==> src/rtl/zero_pattern_pkg.sv <==
// Shared constants, state type and pattern helpers for zero_pattern_gen.
// Exports DATA_W, ZCNT_W, IDX_W, state_e, min_pat(), max_pat().
package zero_pattern_pkg;

  localparam int DATA_W = 8;
  localparam int ZCNT_W = 4;
  localparam int IDX_W  = 7;

  typedef enum logic {
    IDLE,
    EMIT
  } state_e;

  // Smallest byte with k zeros: ones packed into the LSBs.
  function automatic logic [DATA_W-1:0] min_pat(
    input logic [ZCNT_W-1:0] k
  );
    logic [DATA_W:0] t;
    t = (9'd1 << (4'd8 - k)) - 9'd1;
    return t[DATA_W-1:0];
  endfunction

  // Largest byte with k zeros: ones packed into the MSBs.
  function automatic logic [DATA_W-1:0] max_pat(
    input logic [ZCNT_W-1:0] k
  );
    logic [DATA_W:0] t;
    t = (9'd1 << k) - 9'd1;
    return ~t[DATA_W-1:0];
  endfunction

endpackage

==> src/rtl/zero_pattern_gen_next.sv <==
// Combinational successor: next larger byte with the same popcount.
// Ports: x_i (current byte), next_o (successor, truncated to 8 bits).
module next_same_weight
  import zero_pattern_pkg::*;
(
  input  logic [DATA_W-1:0] x_i,
  output logic [DATA_W-1:0] next_o
);

  logic [DATA_W:0] x9;
  logic [DATA_W:0] c;
  logic [DATA_W:0] r;
  logic [DATA_W:0] s;
  logic [3:0]      tz;

  always_comb begin
    x9 = {1'b0, x_i};
    // c isolates the lowest set bit, so it is one-hot or zero.
    c  = x9 & (~x9 + 9'd1);
    r  = x9 + c;
    tz = 4'd0;
    unique case (1'b1)
      c[0]:    tz = 4'd0;
      c[1]:    tz = 4'd1;
      c[2]:    tz = 4'd2;
      c[3]:    tz = 4'd3;
      c[4]:    tz = 4'd4;
      c[5]:    tz = 4'd5;
      c[6]:    tz = 4'd6;
      c[7]:    tz = 4'd7;
      c[8]:    tz = 4'd8;
      default: tz = 4'd0;
    endcase
    // Shift replaces the divide by c in the classic formulation.
    s      = ((x9 ^ r) >> 2) >> tz;
    next_o = r[DATA_W-1:0] | s[DATA_W-1:0];
  end

endmodule

==> src/rtl/zero_pattern_gen.sv <==
// Enumerates all bytes with exactly k zero bits in ascending order.
// Ports: clk, reset, start, zeros, ready in; busy, valid, data, last, index, err out.
module zero_pattern_gen
  import zero_pattern_pkg::*;
(
  input  logic              clk,
  input  logic              reset,
  input  logic              start,
  input  logic [ZCNT_W-1:0] zeros,
  output logic              busy,
  output logic              valid,
  input  logic              ready,
  output logic [DATA_W-1:0] data,
  output logic              last,
  output logic [IDX_W-1:0]  index,
  output logic              err
);

  state_e            state_q;
  logic [DATA_W-1:0] data_q;
  logic [DATA_W-1:0] data_d;
  logic [DATA_W-1:0] maxp_q;
  logic [IDX_W-1:0]  idx_q;
  logic              last_q;
  logic              busy_q;
  logic              valid_q;
  logic              err_q;
  logic              bad_k;

  next_same_weight u_next (
    .x_i    (data_q),
    .next_o (data_d)
  );

  assign bad_k = zeros > 4'd8;

  always_ff @(posedge clk) begin
    if (reset) begin
      state_q <= IDLE;
      data_q  <= '0;
      maxp_q  <= '0;
      idx_q   <= '0;
      last_q  <= 1'b0;
      busy_q  <= 1'b0;
      valid_q <= 1'b0;
      err_q   <= 1'b0;
    end else begin
      err_q <= 1'b0;
      case (state_q)
        IDLE: begin
          if (start && bad_k) begin
            err_q <= 1'b1;
          end else if (start) begin
            state_q <= EMIT;
            data_q  <= min_pat(zeros);
            maxp_q  <= max_pat(zeros);
            // k=0 and k=8 have a single pattern.
            last_q  <= min_pat(zeros) == max_pat(zeros);
            idx_q   <= '0;
            busy_q  <= 1'b1;
            valid_q <= 1'b1;
          end
        end
        EMIT: begin
          if (ready && last_q) begin
            state_q <= IDLE;
            last_q  <= 1'b0;
            busy_q  <= 1'b0;
            valid_q <= 1'b0;
          end else if (ready) begin
            data_q <= data_d;
            idx_q  <= idx_q + 7'd1;
            last_q <= data_d == maxp_q;
          end
        end
        default: state_q <= IDLE;
      endcase
    end
  end

  assign busy  = busy_q;
  assign valid = valid_q;
  assign data  = data_q;
  assign last  = last_q;
  assign index = idx_q;
  assign err   = err_q;

endmodule

==> config.mk <==
export PLATFORM = sky130hd
export DESIGN_NAME = zero_pattern_gen
export DESIGN_NICKNAME = d
export VERILOG_FILES = /design/src/rtl/zero_pattern_pkg.sv /design/src/rtl/zero_pattern_gen_next.sv /design/src/rtl/zero_pattern_gen.sv
export SDC_FILE = /design/constraint.sdc
export NUM_CORES = 1
export LEC_CHECK = 0
export CORE_MARGIN = 4
export CORE_UTILIZATION = 61
export CTS_CLUSTER_SIZE = 8
export DETAILED_ROUTE_END_ITERATION = 12
export PLACE_DENSITY_LB_ADDON = 0.15
export REMOVE_ABC_BUFFERS = 1
export SLEW_MARGIN = 20
export SYNTH_ARGS = -nofsm -noshare
export SYNTH_HDL_FRONTEND = slang
export SYNTH_SLANG_ARGS = --single-unit
==> constraint.sdc <==
create_clock -name clk -period 4.6 [get_ports clk]
set_clock_uncertainty 0.15 [all_clocks]
set_input_delay 0.46 -clock clk [delete_from_list [all_inputs] [get_ports clk]]
set_output_delay 0.46 -clock clk [all_outputs]
set_load 0.05 [all_outputs]
[Word level (Yosys, flattened, before mapping)]
Index checks and enable logic that the tools add are counted.
Widths: inputs -> output; s select.
Word-level totals
  register bits after elaboration: 27
  output and inout port bits: 19
  logic and storage cells: 64
Operators by class
  add/sub/neg operators: 6
  magnitude comparators: 1
  equal/unequal tests: 8
  shift operators: 3
  mux-type cells: 25
  bitwise operators: 7
  reductions and logical operators: 7
Operators with widths (count)
  $mux 8: 4
  $pmux 4 s8: 1
  $mux 7: 4
  $eq 8x8->1: 2
  $pmux 8 s2: 1
  $shl 1x4->8 const A: 2
  $sub 8x1->8 const B: 2
  $pmux 7 s2: 1
  $mux 1: 11
  $add 8x9->9: 1
  $add 9x1->9 const B: 1
  $and 8x9->9: 1
  $not 8->9: 1
  $reduce_and 3->1: 3
  $xor 8x9->9: 1
  $ne 2x2->1 const B: 4
  $not 8->8: 1
  $or 8x8->8: 1
  $shr 7x4->8: 1
  $add 7x1->7 const B: 1
  $pmux 1 s2: 3
  $gt 4x4->1 const B: 1
  $reduce_and 4->1: 1
  $sub 4x4->4 const A: 1
  5 further kinds: 7

[Longest topological paths before layout]
  depth in word-level cells: 11
  mapped depth: 14
  gate-level depth less buffers: 11

[By module]
Synthesis repeated with hierarchy kept, for this count alone.
Second synthesis, totals
  cells, all modules: 294
  area total of the unflattened synthesis: 2162.1 um^2
By module, submodules not included
  zero_pattern_gen: instances 1, cells an instance 188, area an instance 1500.2 um^2, seq. area each 540.5 um^2
  next_same_weight: instances 1, cells an instance 106, area an instance 661.9 um^2, seq. area each 0.0 um^2

[Worst setup path before layout]
OpenSTA, ideal clock, no wires.
  path type: in2reg
  from: in zeros[2]
  to: reg last_q (netlist: last)
  arrival time: 2.979 ns
  data required time: 4.354 ns
  path slack: 1.376 ns
  stages on the path: 14
  buffers on the path: 3
  cells stage by stage: buf_1 > inv_1 > ha_1 > clkbuf_1 > nor2_1 > nand2_1 > ha_1 > clkbuf_1 > and4_1 > a211oi_1 > xnor2_1 > a31oi_1 > a211o_1 > o41ai_2
On the way
  cells in the longest elaborated chain, start to end: 7
RTL lines
  from (decl): line zero_pattern_gen.sv:9  | input logic [ZCNT_W-1:0] zeros,
  $sub 4x4->4 / $shl 1x4->8 (equally long branches): line zero_pattern_pkg.sv:19, zero_pattern_pkg.sv:28
  $shl 1x4->8 / $sub 8x1->8 (equally long branches): line zero_pattern_pkg.sv:19, zero_pattern_pkg.sv:28
  $sub 8x1->8 / $not 8->8 (equally long branches): line zero_pattern_pkg.sv:19, zero_pattern_pkg.sv:29
  $eq 8x8->1: line zero_pattern_gen.sv:58  | last_q <= min_pat(zeros) == max_pat(zeros);
  $mux 1: line zero_pattern_gen.sv:53  | end else if (start) begin
  $mux 1: line zero_pattern_gen.sv:51  | if (start && bad_k) begin
  $pmux 1 s2: line zero_pattern_gen.sv:49  | case (state_q)
  to (signal assigned): line zero_pattern_gen.sv:58
  to (signal assigned): line zero_pattern_gen.sv:73  | last_q <= data_d == maxp_q;
  to (decl): line zero_pattern_gen.sv:24  | logic last_q;
Parallel ways exist; a longest one is shown, timed or not. The select of a mux whose other input is x is not followed.
A chain may end at the register's enable or synchronous reset.

[Final worst setup path]
  from: in zeros[1]
  to: reg last_q (netlist: last)
Same word-level chain as after synthesis.

==> results.sh <==
export IMPL_cpMaxStageDelayCell="clkdlybuf4s50_1"
export IMPL_dr_pass1_iters=5
export IMPL_r2r_setup_slack_ns=1.61
export IMPL_slew_violations=0
export IMPL_dr_total_vias=2454
export IMPL_end_kind="register"
export IMPL_fmaxAchievable_ghz=0.257
export IMPL_die_area_um2=4910
export IMPL_dr_first_iter_drc_count=350
export IMPL_cp_top_family="simple AND/OR/NAND/NOR gates"
export IMPL_max_slew_margin_rel_pct=45.4
export IMPL_power_total_w=0.000725
export IMPL_synth_cells=329
export IMPL_start_kind="input port"
export IMPL_antennaDiodeCount=0
export IMPL_min_from="maxp_q[6]$_SDFFE_PP0P_"
export IMPL_die_x_um=70.1
export IMPL_cts_tree="done"
export IMPL_dp_slack_ns=0.507
export IMPL_hpwl_mm=4.46
export IMPL_setup_tns_ns=0
export IMPL_period_minus_slack_ns=3.90
export IMPL_synth_seq_cells=27
export IMPL_crit_arrival_ns=3.93
export IMPL_worst_slack_ns=0.704
export IMPL_rsz0062_at_grt="false"
export IMPL_slowest_delay_ns=0.65
export IMPL_syn_to_final_growth_pct=11.9
export IMPL_holdWs_ns=0.320
export IMPL_num_io_pins=27
export IMPL_worst_path_stages=12
export IMPL_maxCapViolations=0
export IMPL_ys_types=61
export IMPL_cts_resized=0
export IMPL_finalCritPeriodShare_pct=84.7
export IMPL_path_class="input port to register"
export IMPL_hold_depth=2
export IMPL_overflow=0
export IMPL_yosysSeqAreaShare_pct=23.0
export IMPL_synth_edff_count=0
export IMPL_layout_drive_gt1_share_pct=6.53
export IMPL_via_per_inst=6.37
export IMPL_drc_errors=0
export IMPL_numCtsBuffers=3
export IMPL_async_flop_share_pct=0
export IMPL_core_area_um2=3690
export IMPL_start_util_pct=63.8
export IMPL_wl_mm=6.05
export IMPL_wl_per_cell_um=15.7
export IMPL_design_area_um2=2630
export IMPL_grt_first_pass_wirelength_mm=10.2
export IMPL_htreeDepth=1
export IMPL_vdd_drop_max_v=0.000238
export IMPL_crit_start="zeros[1]"
export IMPL_reg2reg_to="last$_SDFFE_PP0P_"
export IMPL_grt_pass1_vias=2220
export IMPL_num_rows=22
export IMPL_r2r_start="data[3]$_SDFFE_PP0P_"
export IMPL_cts_reportedPaths_clkPinSlew_ns=0.09
export IMPL_status="completed"
export IMPL_setup_violations=0
export IMPL_clk_insertion_delay_late_ns=0.27
export IMPL_final_nets=351
export IMPL_power_density_nw_per_um2=275
export IMPL_gp_congestion=0.927
export IMPL_critPathBufInv=1
export IMPL_ys_flop_type="dfxtp_1"
export IMPL_cts_sinks=27
export IMPL_postPlaceCellArea_um2=2580
export IMPL_syn_area_per_cell_um2=7.15
export IMPL_port_buffers=26
export IMPL_ys_warn_count=0
export IMPL_crit_fanout=16
export IMPL_hold_viol_final=0
export IMPL_root_buffer="clkbuf_8"
export IMPL_r2r_cells=7
export IMPL_postCtsSetupBuffers=0
export IMPL_antenna_found_initial=0
export IMPL_worstPathRequired_ns=4.63
export IMPL_postRouteAntennaNets=0
export IMPL_worstMarginPinSlew_ns=0.817
export IMPL_synth_area_um2=2350
export IMPL_die_y_um=70.1
export IMPL_clock_path_buffers=2
export IMPL_grt_usage_pct=24.5
export IMPL_grt_max_degree=29
export IMPL_hp_class="register to register"
export IMPL_critPathCapture="last$_SDFFE_PP0P_"
export IMPL_p_leak_nw=0.943
export IMPL_cts_hold_buf=0
export IMPL_path_cells="clkdlybuf4s50_1, nor2_1, ha_1, nor2_1, nand2_1, ha_1, and4_1, a211oi_1, xnor2_1, a31oi_1, a211o_1, o41ai_2"
[registers in the layout, summed over array words and instances, names as in the netlist]
register  count
valid         1
maxp_q        8
index         7
state_q       1
last          1
data          8
err           1
[cell usage after synthesis (2+ instances only)]
cell / n / area, µm²
or4_4: 2 / 22.5
buf_1: 4 / 15.0
buf_2: 5 / 25.0
a2111oi_1: 2 / 20.0
nor2b_1: 6 / 37.5
a31oi_1: 8 / 50.1
nor3_1: 16 / 80.1
o21ai_0: 20 / 100
nand2_1: 33 / 124
and3_1: 2 / 12.5
nand4_1: 3 / 18.8
o211ai_1: 2 / 15.0
a21oi_1: 27 / 135
nand2b_1: 6 / 37.5
o31ai_1: 5 / 37.5
o21a_1: 4 / 30.0
a22oi_1: 2 / 15.0
a221oi_1: 4 / 35.0
a221o_1: 2 / 20.0
mux2i_1: 2 / 20.0
and4_1: 3 / 26.3
o21bai_1: 2 / 15.0
a221oi_2: 2 / 30.0
a211o_1: 3 / 26.3
inv_1: 11 / 41.3
or2_2: 3 / 18.8
clkbuf_1: 14 / 52.6
o2bb2ai_1: 2 / 17.5
nor4_1: 3 / 18.8
xor2_1: 10 / 87.6
xnor2_1: 10 / 87.6
dfxtp_1: 27 / 541
nand3_1: 14 / 70.1
ha_1: 5 / 62.6
and2_1: 2 / 12.5
nor2_1: 38 / 143
[worst min path at each step]
stage	end	slack (ns)
after floorplan	maxp_q[6]$_SDFFE_PP0P_	0.28
after global placement	maxp_q[6]$_SDFFE_PP0P_	0.30
after detailed placement	maxp_q[6]$_SDFFE_PP0P_	0.30
after CTS	maxp_q[6]$_SDFFE_PP0P_	0.32
after global routing	maxp_q[6]$_SDFFE_PP0P_	0.33
final	maxp_q[6]$_SDFFE_PP0P_	0.32
[cells by family after synthesis]
kind of cell | synth area share [%]
AND/OR/NAND/NOR | 31.0
AO/OA/AOI/OAI | 28.4
buffers and inverters | 6.76
flip-flops | 23.0
XOR/XNOR | 7.45
adder cells (fa/ha/maj) | 2.66
multiplexers | 0.851
[cells in the final DEF (no fill, tap or decap), drive strengths merged, types with 3 or more instances in the layout]
| cell type | n |
|---|---|
| nor2 | 38 |
| nand2b | 6 |
| o21a | 4 |
| nor2b | 6 |
| clkbuf | 3 |
| a31oi | 8 |
| o21ai | 20 |
| nand4 | 3 |
| o211ai | 3 |
| a211o | 3 |
| xnor2 | 10 |
| o31ai | 5 |
| nor3 | 17 |
| nor4 | 5 |
| dfxtp | 27 |
| or4 | 3 |
| clkdlybuf4s50 | 26 |
| nand2 | 33 |
| a21oi | 27 |
| inv | 12 |
| and4 | 4 |
| nand3 | 14 |
| a221oi | 6 |
| ha | 5 |
| xor2 | 10 |
| buf | 3 |
| or2 | 4 |
[layout make-up]
| type | instances | area [µm²] |
|---|---|---|
| multi-input cells | 265 | 1650 |
| clock inverters | 1 | 7.51 |
| well taps | 48 | 60.1 |
| repair buffers | 29 | 283 |
| flip-flops and latches | 27 | 541 |
| inverters | 12 | 47.5 |
| fillers | 327 | 1060 |
| clock buffers | 3 | 41.3 |
[worst min-delay path, delay by kind of cell (launching register included)]
kind             cells  cell delay [ns]
AND/OR/NAND/NOR      1             0.05
flip-flops           1             0.32
AO/OA/AOI/OAI        1             0.06
[routing by layer]
layer	vias up	share of wire [%]	global-route usage (%)
met5	-	0	0
met4	0	2.5	10.4
met3	16	5.3	2.88
met2	96	46	38.8
met1	1125	46	33.3
li1	1217	-	-
[where the power goes]
group	switching (W)	internal (W)
combinational	0.000189	0.000118
clock	0.0000741	0.0000615
sequential	0.0000352	0.000247
[metrics by stage]
step | util, % | std cells
floorplan | - | 304
global placement | 70.0 | 381
detailed placement | 70.0 | 381
CTS | 71.4 | 385
global route | 71.4 | 385
finish | 71.4 | 385
Power figures use the tool's default switching activity.
